**config.mk**
```make
export PLATFORM = sky130hd
export DESIGN_NAME = cpu_run_controller
export DESIGN_NICKNAME = d
export VERILOG_FILES = /design/src/rtl/cpu_run_controller.sv
export SDC_FILE = /design/constraint.sdc
export NUM_CORES = 1
export LEC_CHECK = 0
export ABC_AREA = 1
export BUFFER_PORTS_ARGS = -buffer_cell sky130_fd_sc_hd__buf_2
export CAP_MARGIN = 20
export CELL_PAD_IN_SITES_DETAIL_PLACEMENT = 0
export CELL_PAD_IN_SITES_GLOBAL_PLACEMENT = 1
export CORE_ASPECT_RATIO = 1.5
export CORE_UTILIZATION = 35
export CTS_CLUSTER_SIZE = 20
export DETAILED_ROUTE_END_ITERATION = 12
export PLACE_DENSITY_LB_ADDON = 0.1
export SLEW_MARGIN = 30
export SYNTH_ARGS = -nofsm -noshare
export SYNTH_HDL_FRONTEND = slang
export SYNTH_SLANG_ARGS = --single-unit
```
**constraint.sdc**
```tcl
create_clock -name clock -period 3.6 [get_ports clock]
set_input_delay 0.72 -clock clock [delete_from_list [all_inputs] [get_ports clock]]
set_output_delay 0.72 -clock clock [all_outputs]
set_load 0.1 [all_outputs]
```
**src/rtl/cpu_run_controller.sv**
```systemverilog
// Run-control sequencer for the single-cycle MIPS core: streams a program into
// instruction memory, then gates the core clock-enable to run, step or halt it.
module cpu_run_controller #(
  parameter int unsigned           PC_WIDTH    = 10,
  parameter int unsigned           INST_WIDTH  = 32,
  parameter int unsigned           CYCLE_WIDTH = 16,
  parameter logic [INST_WIDTH-1:0] HALT_WORD   = 32'hFFFF_FFFF
) (
  input  logic                   clock,
  input  logic                   reset,
  input  logic                   load_valid,
  input  logic [INST_WIDTH-1:0]  load_data,
  input  logic                   load_last,
  output logic                   load_ready,
  input  logic                   cmd_run,
  input  logic                   cmd_step,
  input  logic                   cmd_halt,
  input  logic                   bp_enable,
  input  logic [PC_WIDTH-1:0]    bp_addr,
  input  logic [PC_WIDTH-1:0]    cpu_pc,
  input  logic [INST_WIDTH-1:0]  cpu_instruction,
  output logic                   cpu_enable,
  output logic                   cpu_reset,
  output logic                   imem_we,
  output logic [PC_WIDTH-1:0]    imem_addr,
  output logic [INST_WIDTH-1:0]  imem_wdata,
  output logic [2:0]             state,
  output logic                   halted,
  output logic [1:0]             halt_cause,
  output logic [CYCLE_WIDTH-1:0] cycle_count,
  output logic [PC_WIDTH:0]      load_count
);

  typedef enum logic [2:0] {
    S_IDLE = 3'd0,
    S_LOAD = 3'd1,
    S_RUN  = 3'd2,
    S_STEP = 3'd3,
    S_HALT = 3'd4
  } state_t;

  localparam logic [PC_WIDTH:0] LOAD_ONE = {{PC_WIDTH{1'b0}}, 1'b1};

  state_t     state_q, state_d;
  logic [1:0] cause_d;
  logic       resume_q, resume_d;
  logic       clear_count;
  logic       transfer, last_slot;
  logic       op_hit, bp_hit, limit_hit, run_hit;

  assign state      = state_q;
  assign cpu_reset  = (state_q == S_IDLE) || (state_q == S_LOAD);
  assign halted     = (state_q == S_HALT);
  // load_count reaching 2^PC_WIDTH means memory is full until the next reset
  assign load_ready = cpu_reset && !load_count[PC_WIDTH];
  assign transfer   = load_valid && load_ready;
  assign last_slot  = &load_count[PC_WIDTH-1:0];

  assign op_hit    = (cpu_instruction == HALT_WORD);
  // resume_q masks the breakpoint on the first RUN cycle after leaving HALT
  assign bp_hit    = bp_enable && (cpu_pc == bp_addr) && !resume_q;
  assign limit_hit = &cycle_count;
  assign run_hit   = op_hit || bp_hit || cmd_halt || limit_hit;

  assign cpu_enable = ((state_q == S_RUN) && !run_hit) || (state_q == S_STEP);

  always_comb begin
    state_d     = state_q;
    cause_d     = halt_cause;
    resume_d    = resume_q;
    clear_count = 1'b0;
    case (state_q)
      S_IDLE: begin
        if (transfer) begin
          if (!load_last) state_d = S_LOAD;
        end else if (!cmd_halt && (cmd_step || cmd_run)) begin
          state_d     = cmd_step ? S_STEP : S_RUN;
          cause_d     = 2'd0;
          resume_d    = 1'b0;
          clear_count = 1'b1;
        end
      end
      S_LOAD: begin
        if (transfer && (load_last || last_slot)) state_d = S_IDLE;
      end
      S_RUN: begin
        resume_d = 1'b0;
        if (run_hit) begin
          state_d = S_HALT;
          cause_d = op_hit ? 2'd1 : (bp_hit ? 2'd2 : 2'd3);
        end
      end
      S_STEP: begin
        state_d = S_HALT;
        cause_d = 2'd3;
      end
      S_HALT: begin
        if (cmd_halt) begin
          state_d = S_IDLE;
          cause_d = 2'd0;
        end else if (halt_cause != 2'd1) begin
          if (cmd_step) begin
            state_d = S_STEP;
          end else if (cmd_run) begin
            state_d  = S_RUN;
            resume_d = 1'b1;
          end
        end
      end
      default: state_d = S_IDLE;
    endcase
  end

  always_ff @(posedge clock) begin
    if (reset) begin
      state_q     <= S_IDLE;
      halt_cause  <= '0;
      resume_q    <= 1'b0;
      cycle_count <= '0;
      load_count  <= '0;
      imem_we     <= 1'b0;
      imem_addr   <= '0;
      imem_wdata  <= '0;
    end else begin
      state_q    <= state_d;
      halt_cause <= cause_d;
      resume_q   <= resume_d;
      if (clear_count) begin
        cycle_count <= '0;
      end else if (cpu_enable && !limit_hit) begin
        cycle_count <= cycle_count + 1'b1;
      end
      imem_we <= transfer;
      if (transfer) begin
        imem_addr  <= (state_q == S_IDLE) ? '0 : load_count[PC_WIDTH-1:0];
        imem_wdata <= load_data;
        load_count <= (state_q == S_IDLE) ? LOAD_ONE : load_count + 1'b1;
      end
    end
  end

endmodule

```
==> results of run 1 <==
==> power groups by stage <==
stage | combinational [mW] | sequential [mW] | clock [mW]
after floorplan | 0.391 | 1.37 | 0
after global placement | 1.00 | 0.954 | 0
after detailed placement | 1.00 | 0.955 | 0
after CTS | 1.01 | 0.937 | 0.986
after global routing | 1.06 | 0.944 | 1.02
final | 0.998 | 0.937 | 0.960
==> sequential cells by signal, summed over array words and instances, names as in the netlist <==
name and count:
imem_wdata 32, cycle_count 16, load_count 11, imem_addr 10
state 3, halt_cause 2, imem_we 1, resume_q 1
==> area by class of cell <==
type	instances	area [um2]	area share
Multi-Input combinational cell	422	2090	0.399
Sequential cell	76	1520	0.290
Timing Repair Buffer	174	881	0.168
Clock buffer	11	253	0.0482
Inverter	67	251	0.0479
Tap cell	147	184	0.0350
Clock inverter	5	66.3	0.0126
==> cells by family (layout without fill, tap and decap cells) <==
group                      after synthesis  after routing  share of synthesized area
adders and majority gates                2              2                    0.00633
AOI/OAI and AO/OA                       82             82                      0.120
buffers and inverters                   85            257                     0.0880
DFF                                     76             76                      0.385
and+or+nand+nor                        320            320                      0.361
xor gates and xnor gates                18             18                     0.0399
==> metrics by stage <==
stage                util  cells  power (mW)  cell area [um2]
floorplan               -    583        1.76             3960
global placement    0.448    886        1.96             4930
detailed placement  0.448    886        1.96             4930
CTS                 0.477    902        2.93             5250
global route        0.477    902        3.02             5250
finish              0.477    902        2.89             5250
==> metal layers <==
| metal | global-route usage | vias up | part of all wire |
|---|---|---|---|
| li1 | - | 2190 | - |
| met3 | 0.0401 | 20 | 0.054 |
| met5 | 0 | - | 0 |
| met1 | 0.203 | 1865 | 0.40 |
| met2 | 0.362 | 135 | 0.53 |
| met4 | 0.0789 | 0 | 0.022 |
==> layout by cell type, fill, tap and decap left out, types with 3 or more instances in the layout <==
cell type / instances
a211oi_1: 3
a21oi_1: 55
a21oi_2: 4
buf_2: 170
buf_4: 4
clkbuf_16: 9
dfxtp_1: 76
inv_1: 64
nand2_1: 175
nand2_2: 3
nand3_1: 45
nand3_2: 4
nand4_1: 9
nor2_1: 62
nor2_2: 3
nor3_1: 7
o21ai_0: 9
o31ai_1: 7
xnor2_1: 7
xor2_1: 11
==> worst max-delay path: cells and delay by family, from the launching register on <==
family	cells	cell delay, ns
flip-flops	1	0.42
buffers and inverters	1	0.34
AND/OR/NAND/NOR	5	0.88
adder cells (fa/ha/maj)	1	0.31
==> how the worst max path moves through the flow <==
stage | from | to | slack, ns | cells past startpoint
6_report | cycle_count[0] | cpu_enable | 0.59 | 7
5_1_grt | cycle_count[0] | cpu_enable | 0.40 | 7
4_1_cts | cycle_count[0] | cpu_enable | 0.55 | 7
3_5_place_dp | cpu_pc[9] | cpu_enable | 0.74 | 10
3_3_place_gp | cpu_pc[9] | cpu_enable | 0.79 | 10
2_1_floorplan | state[2] | state[1] | 0.07 | 9
==> impl_metrics.env, run 1 <==
export IMPL_whs_endpoint="imem_wdata[7]"
export IMPL_hpwl_um=8450
export IMPL_ioPinCount=171
export IMPL_rr_startpoint="state[0]"
export IMPL_hp_start="imem_wdata[7]"
export IMPL_status="finished clean"
export IMPL_row_count=47
export IMPL_p_seq_frac=0.324
export IMPL_routed_wl_um=11200
export IMPL_layout_setup_ws_ns=0.589
export IMPL_holdPathStages=2
export IMPL_grt_antenna_before_repair=0
export IMPL_drc_errors=0
export IMPL_die_w_um=88.8
export IMPL_path_cells="ha_1 > nand2_2 > nor3_4 > nand4_4 > nand3_2 > nand2_4 > buf_2"
export IMPL_gr_usage_all_layers=0.194
export IMPL_post_cts_setup_buffer_count=0
export IMPL_synth_cell_types=39
export IMPL_ys_flop_type="dfxtp_1"
export IMPL_slew_viol_final=0
export IMPL_dieHeight_um=132
export IMPL_synthArstFlopShare=0
export IMPL_synthCells=583
export IMPL_grt_max_degree=42
export IMPL_syn_to_final_growth_pct=32.8
export IMPL_clock_fmax_ghz=0.332
export IMPL_syn_area_mm2=0.00395
export IMPL_cpPeakStageDelay_ns=0.42
export IMPL_grt_pass1_vias=4003
export IMPL_post_drt_wl_per_cell_um=12.4
export IMPL_period_share=0.836
export IMPL_synth_top_cell_area_share=0.385
export IMPL_route_vias_total=4210
export IMPL_synth_edf_count=0
export IMPL_cp_data_arrival_time_ns=2.29
export IMPL_finalClockSkew_ns=0.00581
export IMPL_dieArea_mm2=0.0117
export IMPL_worst_slew_pin_slew_ns=0.556
export IMPL_cp_end_kind="primary output"
export IMPL_worstReg2RegEnd="state[1]"
export IMPL_fillerInstances=1165
export IMPL_setup_viol=0
export IMPL_setup_tns_ns=0
export IMPL_power_leakage_nw=2.57
export IMPL_seq_area_frac_synth=0.385
export IMPL_drive_gt1_frac=0.289
export IMPL_peakVddDrop_mv=0.320
export IMPL_synth_warning_count=0
export IMPL_insertion_delay_ns=0.33
export IMPL_grt_first_pass_wirelength_um=17800
export IMPL_p_switching_mw=1.22
export IMPL_ys_ff_latch=76
export IMPL_core_mm2=0.0110
export IMPL_hold_ws_ns=0.458
export IMPL_rrSetupSlack_ns=1.21
export IMPL_reg2regPathDepth=11
export IMPL_nets=844
export IMPL_p_sw_frac=0.423
export IMPL_maxCapViolCount=0
export IMPL_grt_ovfl_total=0
export IMPL_max_slew_margin_rel=0.629
export IMPL_power_density_mw_per_mm2=551
export IMPL_grt_setup_unrepaired="false"
export IMPL_hold_viol=0
export IMPL_cts_resized=0
export IMPL_synth_common_cells="nand2_1 (175), dfxtp_1 (76), inv_1 (64)"
export IMPL_hold_class="reg2reg"
export IMPL_syn_num_nets=677
export IMPL_cts_hold_buf=0
export IMPL_crit_fanout=17
export IMPL_cts_tree="yes"
export IMPL_initial_core_util=0.360
export IMPL_num_antenna_cells=0
export IMPL_synth_most_common_cell="nand2_1"
export IMPL_criticalPathCategory="reg2out"
export IMPL_dr_pass1_iters=4
export IMPL_required_ns=2.88
export IMPL_clockPowerShare=0.332
export IMPL_root_buffer="clkbuf_16"
export IMPL_io_buffers=170
export IMPL_cts_sinks=76
export IMPL_yosysTopAreaCell="dfxtp_1"
export IMPL_ant_nets=0
export IMPL_drtIter0Drc=166
export IMPL_place_ws_ns=0.738
export IMPL_cp_start_kind="flip-flop"
export IMPL_comb_power_share=0.345
export IMPL_period_needed_ns=3.01
export IMPL_cts_buffers=9
export IMPL_crit_path_top_delay_cell="dfxtp_1"
export IMPL_gp_congestion=0.873
export IMPL_avgViaCountPerCell=4.67
export IMPL_postSynthAreaPerCell_um2=6.78
export IMPL_clk_path_buf_depth=2
export IMPL_cts_htree_levels=3
export IMPL_p_int_mw=1.67
export IMPL_synth_area_top_cells="dfxtp_1 (38%), nand2_1 (17%), a21oi_1 (7.0%), inv_1 (6.1%), nor2_1 (6.0%)"
export IMPL_cts_clk_slew_worst_paths_ns=0.06
No activity file was read; power rests on OpenSTA's default activity.
==> inputs of run 2 (changes only) <==
--- a/config.mk
+++ b/config.mk
@@ -5,13 +5,13 @@
 export SDC_FILE = /design/constraint.sdc
 export NUM_CORES = 1
 export LEC_CHECK = 0
-export ABC_AREA = 1
+export ABC_AREA = 0
 export BUFFER_PORTS_ARGS = -buffer_cell sky130_fd_sc_hd__buf_2
 export CAP_MARGIN = 20
 export CELL_PAD_IN_SITES_DETAIL_PLACEMENT = 0
 export CELL_PAD_IN_SITES_GLOBAL_PLACEMENT = 1
 export CORE_ASPECT_RATIO = 1.5
-export CORE_UTILIZATION = 35
+export CORE_UTILIZATION = 28
 export CTS_CLUSTER_SIZE = 20
 export DETAILED_ROUTE_END_ITERATION = 12
 export PLACE_DENSITY_LB_ADDON = 0.1
==> constraint.sdc (replaced) <==
create_clock -name clock -period 2.6 [get_ports clock]
set_input_delay 0.52 -clock clock [delete_from_list [all_inputs] [get_ports clock]]
set_output_delay 0.52 -clock clock [all_outputs]
set_load 0.1 [all_outputs]
==> run 2 against run 1 <==
  * Via count down 16%
  * Area after synthesis is 17% lower
  * Sequential cell count did not move
  * Wire length decreased by 10%
  * Critical path depth did not move
  * Die area is 4.3% higher
  * Power is 67% higher
  * Global-route usage is 3.3 points lower
  * Cell count fell by 19%
  * Clock-buffer cell count stayed put
  * Synthesized cell count fell by 31%
  * Clock power grew 23%
  * Critical endpoint unchanged
  * Largest power group unchanged
==> impl_metrics.env, run 2 <==
export IMPL_path_buf_inv=1
export IMPL_die_w_um=90.7
export IMPL_worst_path_most_repeated_cell="nand2_1"
export IMPL_route_vias_total=3521
export IMPL_syn_area_mm2=0.00330
export IMPL_grt_ovfl_total=0
export IMPL_synth_simple_area_share=0.276
export IMPL_period_needed_ns=2.36
export IMPL_syn_num_nets=499
export IMPL_gp_congestion=0.753
export IMPL_routed_wl_um=10100
export IMPL_path_cells="ha_1 > nand2_1 > nor3_2 > nand2_1 > nand4_1 > nand2_2 > buf_12"
export IMPL_synth_top_cell_area_share=0.461
export IMPL_yosysTopAreaCell="dfxtp_1"
export IMPL_worst_slew_pin_slew_ns=0.665
export IMPL_drc_errors=0
export IMPL_clk_path_buf_depth=2
export IMPL_cts_hold_buf=0
export IMPL_row_count=48
export IMPL_nets=669
export IMPL_layout_common_cells="buf_2 (169), nand2_1 (82), dfxtp_1 (63)"
export IMPL_grt_pass1_vias=3295
export IMPL_post_cts_setup_buffer_count=0
export IMPL_synth_area_top_cells="dfxtp_1 (46%), nand2_1 (9.6%), a21oi_1 (7.9%), xor2_1 (4.2%), nor2_1 (3.4%)"
export IMPL_cts_tree="yes"
export IMPL_ys_flop_type="dfxtp_1"
export IMPL_cp_start_kind="flip-flop"
export IMPL_period_share=0.909
export IMPL_grt_setup_unrepaired="false"
export IMPL_setup_viol=0
export IMPL_power_density_mw_per_mm2=1030
export IMPL_synth_warning_count=0
export IMPL_maxCapViolCount=0
export IMPL_hold_class="in2reg"
export IMPL_max_slew_margin_rel=0.555
export IMPL_initial_core_util=0.288
export IMPL_fillerInstances=1213
export IMPL_ys_ff_latch=76
export IMPL_core_mm2=0.0115
export IMPL_drive_gt1_frac=0.383
export IMPL_clock_fmax_ghz=0.423
export IMPL_hpwl_um=7550
export IMPL_p_switching_mw=2.40
export IMPL_syn_to_final_growth_pct=41.8
export IMPL_cp_data_arrival_time_ns=1.84
export IMPL_critPathTopFamily="simple AND/OR/NAND/NOR gates"
export IMPL_ioPinCount=171
export IMPL_crit_cells=7
export IMPL_dieArea_mm2=0.0122
export IMPL_synthArstFlopShare=0
export IMPL_peakVddDrop_mv=0.452
export IMPL_final_cells=729
export IMPL_synth_edf_count=0
export IMPL_slew_viol_final=0
export IMPL_cts_sinks=76
export IMPL_hold_viol=0
export IMPL_finalClockSkew_ns=0.00573
export IMPL_criticalPathCategory="reg2out"
export IMPL_largest_reg_flops=32
export IMPL_cpPeakStageDelay_ns=0.37
export IMPL_crit_fanout=5
export IMPL_post_drt_wl_per_cell_um=13.8
export IMPL_cts_clk_slew_worst_paths_ns=0.06
export IMPL_drtIter0Drc=136
export IMPL_num_antenna_cells=0
export IMPL_setup_tns_ns=0
export IMPL_required_ns=2.08
export IMPL_dr_pass1_iters=4
export IMPL_dieHeight_um=135
export IMPL_synth_cell_types=45
export IMPL_cts_htree_levels=3
export IMPL_ant_nets=0
export IMPL_reg_top3="imem_wdata: 32 flops, cycle_count: 16 flops, load_count: 11 flops"
export IMPL_status="finished clean"
export IMPL_regMostFlops="imem_wdata"
export IMPL_ff_latch_area_mm2=0.00154
export IMPL_postSynthAreaPerCell_um2=8.15
export IMPL_cp_end_kind="primary output"
export IMPL_multiInputGateArea_mm2=0.00171
export IMPL_synth_common_cells="nand2_1 (84), dfxtp_1 (76), a21oi_1 (52)"
export IMPL_synthAdderAreaFrac=0.00758
export IMPL_synthCells=405
export IMPL_insertion_delay_ns=0.33
export IMPL_holdPathStages=3
export IMPL_synth_top_family_by_area="simple AND/OR/NAND/NOR gates"
export IMPL_crit_path_top_delay_cell="dfxtp_2"
export IMPL_p_int_mw=2.44
export IMPL_muxShareOfSynthArea=0.00303
export IMPL_io_buffers=170
export IMPL_synth_compound_area_share=0.172
export IMPL_cts_resized=0
export IMPL_avgViaCountPerCell=4.83
export IMPL_power_leakage_nw=2.09
export IMPL_dp_cells=714
export IMPL_mostFrequentLayoutCell="buf_2"
export IMPL_root_buffer="clkbuf_16"
export IMPL_synth_xor_area_frac=0.0451
export IMPL_reg2regPathDepth=7
export IMPL_p_sw_frac=0.496
export IMPL_gr_usage_all_layers=0.160
export IMPL_grt_max_degree=37
export IMPL_seq_area_frac_synth=0.461
export IMPL_grt_first_pass_wirelength_um=15700
export IMPL_p_seq_frac=0.299
export IMPL_grt_antenna_before_repair=0
export IMPL_comb_power_share=0.457
export IMPL_synth_most_common_cell="nand2_1"
export IMPL_cts_buffers=9
export IMPL_clockPowerShare=0.244
[run 2: cell count changes after synthesis, sizes merged, moves of 5 or more]
cell	before	now
clkbuf	6	14
a22o	0	10
nand3	50	14
xnor2	7	1
xor2	11	16
a21oi	59	53
buf	12	6
nand2	179	84
inv	66	7
or3	0	9
nor2	67	30
or4	0	7
[run 2: path summary, 6_finish.rpt]
kind / start / end / slack (ns)
min reg2reg: imem_wdata[16] / imem_wdata[16] / 0.45
max: cycle_count[0] / cpu_enable / 0.24
min: load_data[22] / imem_wdata[22] / 0.42
max reg2reg: state[1] / cycle_count[15] / 0.45
[run 2: final cells by class]
type / count / share of cell area
repair buffers: 179 / 0.199
flip-flops and latches: 76 / 0.329
well taps: 150 / 0.0401
clock inverters: 4 / 0.00695
clock buffers: 11 / 0.0540
multi-input cells: 302 / 0.365
inverters: 7 / 0.00561
[run 2: stage by stage]
stage / area, um2 / power (mW) / hold slack [ns] / setup slack [ns] / utilization
CTS: 4670 / 4.91 / 0.410 / 0.0377 / 0.407
global placement: 4380 / 3.69 / 0.441 / 0.143 / 0.382
global route: 4680 / 5.09 / 0.413 / 0.0861 / 0.408
finish: 4680 / 4.84 / 0.424 / 0.236 / 0.408
floorplan: 3350 / 3.25 / 0.457 / 0.0105 / -
detailed placement: 4380 / 3.70 / 0.444 / 0.158 / 0.382
[run 2: logic make-up after synthesis]
group	count (synthesis)
simple gates	189
compound gates	93
flops	76
buf+inv	27
xor+xnor	17
fa+ha+maj	2
mux	1
[run 2: power groups by stage]
stage	Clock, mW	Combinational [mW]	Sequential, mW
floorplan	0	0.899	2.35
global placement	0	2.22	1.47
detailed placement	0	2.23	1.47
CTS	1.23	2.23	1.45
global route	1.28	2.35	1.47
finish	1.18	2.21	1.45
[run 2: layer usage]
layer / track usage / up-vias / part of all wire
met4: 0.0591 / 0 / 0.014
met3: 0.0473 / 9 / 0.059
met1: 0.181 / 1639 / 0.41
li1: - / 1769 / -
met2: 0.284 / 104 / 0.52
met5: 0 / - / 0
[run 2: worst register-to-register path: stages (launching register included)]
cell and delay [ns]:
dfxtp_2 0.50, and2b_1 0.31, nand2b_1 0.10, a221oi_2 0.20
a21oi_2 0.09, buf_4 0.22, or4_1 0.52, a21oi_1 0.14
==> inputs of run 3 (changes only) <==
--- a/config.mk
+++ b/config.mk
@@ -6,7 +6,7 @@
 export NUM_CORES = 1
 export LEC_CHECK = 0
 export ABC_AREA = 0
-export BUFFER_PORTS_ARGS = -buffer_cell sky130_fd_sc_hd__buf_2
+export BUFFER_PORTS_ARGS = -buffer_cell sky130_fd_sc_hd__buf_4
 export CAP_MARGIN = 20
 export CELL_PAD_IN_SITES_DETAIL_PLACEMENT = 0
 export CELL_PAD_IN_SITES_GLOBAL_PLACEMENT = 1
==> run 3 against run 2 <==
  * Clock skew is 0.00098 ns lower
  * Combinational power is 6% higher
  * Wire length is 2.5% higher
  * Global-route usage is 0.84 points higher
  * Cell count is 0.14% higher
  * Die area stayed put
  * Sequential share of layout area is 3.0 points lower
  * Highest routed layer unchanged
  * Via count is 0.40% higher
  * Clock-buffer cell count is 2 lower
  * Power is 7.0% higher
==> impl_metrics.env, run 3 (synthesized netlist as in run 2, its figures left out) <==
export IMPL_regMostFlops="imem_wdata"
export IMPL_largest_reg_flops=32
export IMPL_ff_latch_area_mm2=0.00154
export IMPL_grt_antenna_before_repair=0
export IMPL_cpPeakStageDelay_ns=0.46
export IMPL_route_vias_total=3535
export IMPL_die_w_um=90.7
export IMPL_dieArea_mm2=0.0122
export IMPL_max_slew_margin_rel=0.554
export IMPL_status="finished clean"
export IMPL_drc_errors=0
export IMPL_clock_fmax_ghz=0.416
export IMPL_num_antenna_cells=0
export IMPL_cts_buffers=9
export IMPL_clk_path_buf_depth=2
export IMPL_cts_tree="yes"
export IMPL_core_mm2=0.0115
export IMPL_wl_met1_um=4240
export IMPL_p_sw_frac=0.462
export IMPL_post_drt_wl_per_cell_um=14.1
export IMPL_crit_path_top_delay_cell="nor2_1"
export IMPL_path_buf_inv=1
export IMPL_path_cells="nand4_1 > nor2_1 > nand2_1 > nand4_1 > nand2_2 > buf_4"
export IMPL_criticalPathCategory="reg2out"
export IMPL_p_int_mw=2.79
export IMPL_highest_layer="met4"
export IMPL_maxCapViolCount=0
export IMPL_grt_setup_unrepaired="false"
export IMPL_worst_slew_pin_slew_ns=0.666
export IMPL_grt_ovfl_total=0
export IMPL_power_density_mw_per_mm2=1010
export IMPL_layout_common_cells="buf_4 (181), nand2_1 (82), dfxtp_1 (63)"
export IMPL_insertion_delay_ns=0.33
export IMPL_p_switching_mw=2.39
export IMPL_root_buffer="clkbuf_16"
export IMPL_place_area_mm2=0.00481
export IMPL_crit_cells=6
export IMPL_cts_htree_levels=3
export IMPL_critPathTopFamily="simple AND/OR/NAND/NOR gates"
export IMPL_slew_viol_final=0
export IMPL_crit_fanout=7
export IMPL_wl_met3_um=634
export IMPL_period_needed_ns=2.40
export IMPL_multiInputGateArea_mm2=0.00170
export IMPL_grt_pass1_vias=3360
export IMPL_power_leakage_nw=2.21
export IMPL_postLayoutCellArea_mm2=0.00514
export IMPL_cts_hold_buf=0
export IMPL_cts_resized=0
export IMPL_dr_pass1_iters=4
export IMPL_clockPowerShare=0.270
export IMPL_ioPinCount=171
export IMPL_routed_wl_um=10300
export IMPL_cp_start_kind="flip-flop"
export IMPL_hpwl_um=7640
export IMPL_post_cts_setup_buffer_count=0
export IMPL_hold_viol=0
export IMPL_peakVddDrop_mv=0.436
export IMPL_holdPathStages=3
export IMPL_row_count=48
export IMPL_initial_core_util=0.288
export IMPL_mostFrequentLayoutCell="buf_4"
export IMPL_cp_data_arrival_time_ns=1.88
export IMPL_dieHeight_um=135
export IMPL_gp_congestion=0.757
export IMPL_p_seq_frac=0.277
export IMPL_avgViaCountPerCell=4.84
export IMPL_drive_gt1_frac=0.383
export IMPL_fillerInstances=1184
export IMPL_hold_class="in2reg"
export IMPL_worst_path_most_repeated_cell="nand4_1"
export IMPL_nets=671
export IMPL_cts_sinks=76
export IMPL_comb_power_share=0.452
export IMPL_reg2regPathDepth=9
export IMPL_syn_to_final_growth_pct=55.8
export IMPL_period_share=0.924
export IMPL_cp_end_kind="primary output"
export IMPL_ant_nets=0
export IMPL_gr_usage_all_layers=0.169
export IMPL_setup_viol=0
export IMPL_io_buffers=170
export IMPL_grt_max_degree=49
export IMPL_grt_first_pass_wirelength_um=16600
export IMPL_reg_top3="imem_wdata: 32 flops, cycle_count: 16 flops, load_count: 11 flops"
export IMPL_cts_clk_slew_worst_paths_ns=0.06
export IMPL_drtIter0Drc=170
export IMPL_required_ns=2.08
export IMPL_finalClockSkew_ns=0.00475
export IMPL_met2_length_um=5280
export IMPL_setup_tns_ns=0
==> run 3: changes by cell type in the layout (fill, tap and decap cells not counted), moves of 2 or more <==
cell       before  now
buf_2         169    0
clkbuf_8        2    0
inv_6           2    0
buf_4           9  181
bufinv_16       0    3
==> run 3: layout make-up <==
cell class	count	share of cell area
multi-input combinational	302	0.331
sequential	76	0.299
timing repair buffer	181	0.264
clock buffer	9	0.0438
tap	150	0.0365
clock inverter	5	0.0200
inverter	7	0.00511
==> run 3: worst register-to-register path, cell delays in order (launching register included) <==
cell      delay, ns
dfxtp_2        0.34
ha_1           0.23
nand2_1        0.12
nor3_1         0.07
buf_4          0.15
a221oi_2       0.26
a21oi_2        0.08
buf_4          0.21
or4_1          0.52
a21oi_1        0.15
==> run 3: final timing paths <==
path / from / endpoint / slack, ns
max reg2reg: cycle_count[0] / cycle_count[15] / 0.39
min reg2reg: imem_wdata[4] / imem_wdata[4] / 0.45
max: cycle_count[6] / cpu_enable / 0.20
min: load_data[3] / imem_wdata[3] / 0.43
==> run 3: routing by layer <==
metal | up-vias | track usage
li1 | 1777 | -
met1 | 1662 | 0.195
met2 | 85 | 0.289
met3 | 11 | 0.0580
met4 | 0 | 0.0600
met5 | - | 0
==> run 3: power groups by stage <==
stage / Combinational [mW] / Sequential (mW) / Clock, mW
2_1_floorplan: 0.899 / 2.35 / 0
3_3_place_gp: 2.35 / 1.46 / 0
3_5_place_dp: 2.36 / 1.46 / 0
4_1_cts: 2.37 / 1.44 / 1.45
5_1_grt: 2.48 / 1.46 / 1.51
6_report: 2.34 / 1.44 / 1.40
==> run 3: through the flow <==
stage | setup slack [ns] | power (mW) | utilization | hold WS (ns) | instances
finish | 0.197 | 5.18 | 0.448 | 0.431 | 730
detailed placement | 0.0970 | 3.82 | 0.419 | 0.448 | 716
global route | 0.0385 | 5.45 | 0.448 | 0.417 | 730
global placement | 0.133 | 3.81 | 0.419 | 0.443 | 716
floorplan | 0.0105 | 3.25 | - | 0.457 | 405
CTS | 0.0913 | 5.25 | 0.448 | 0.416 | 730
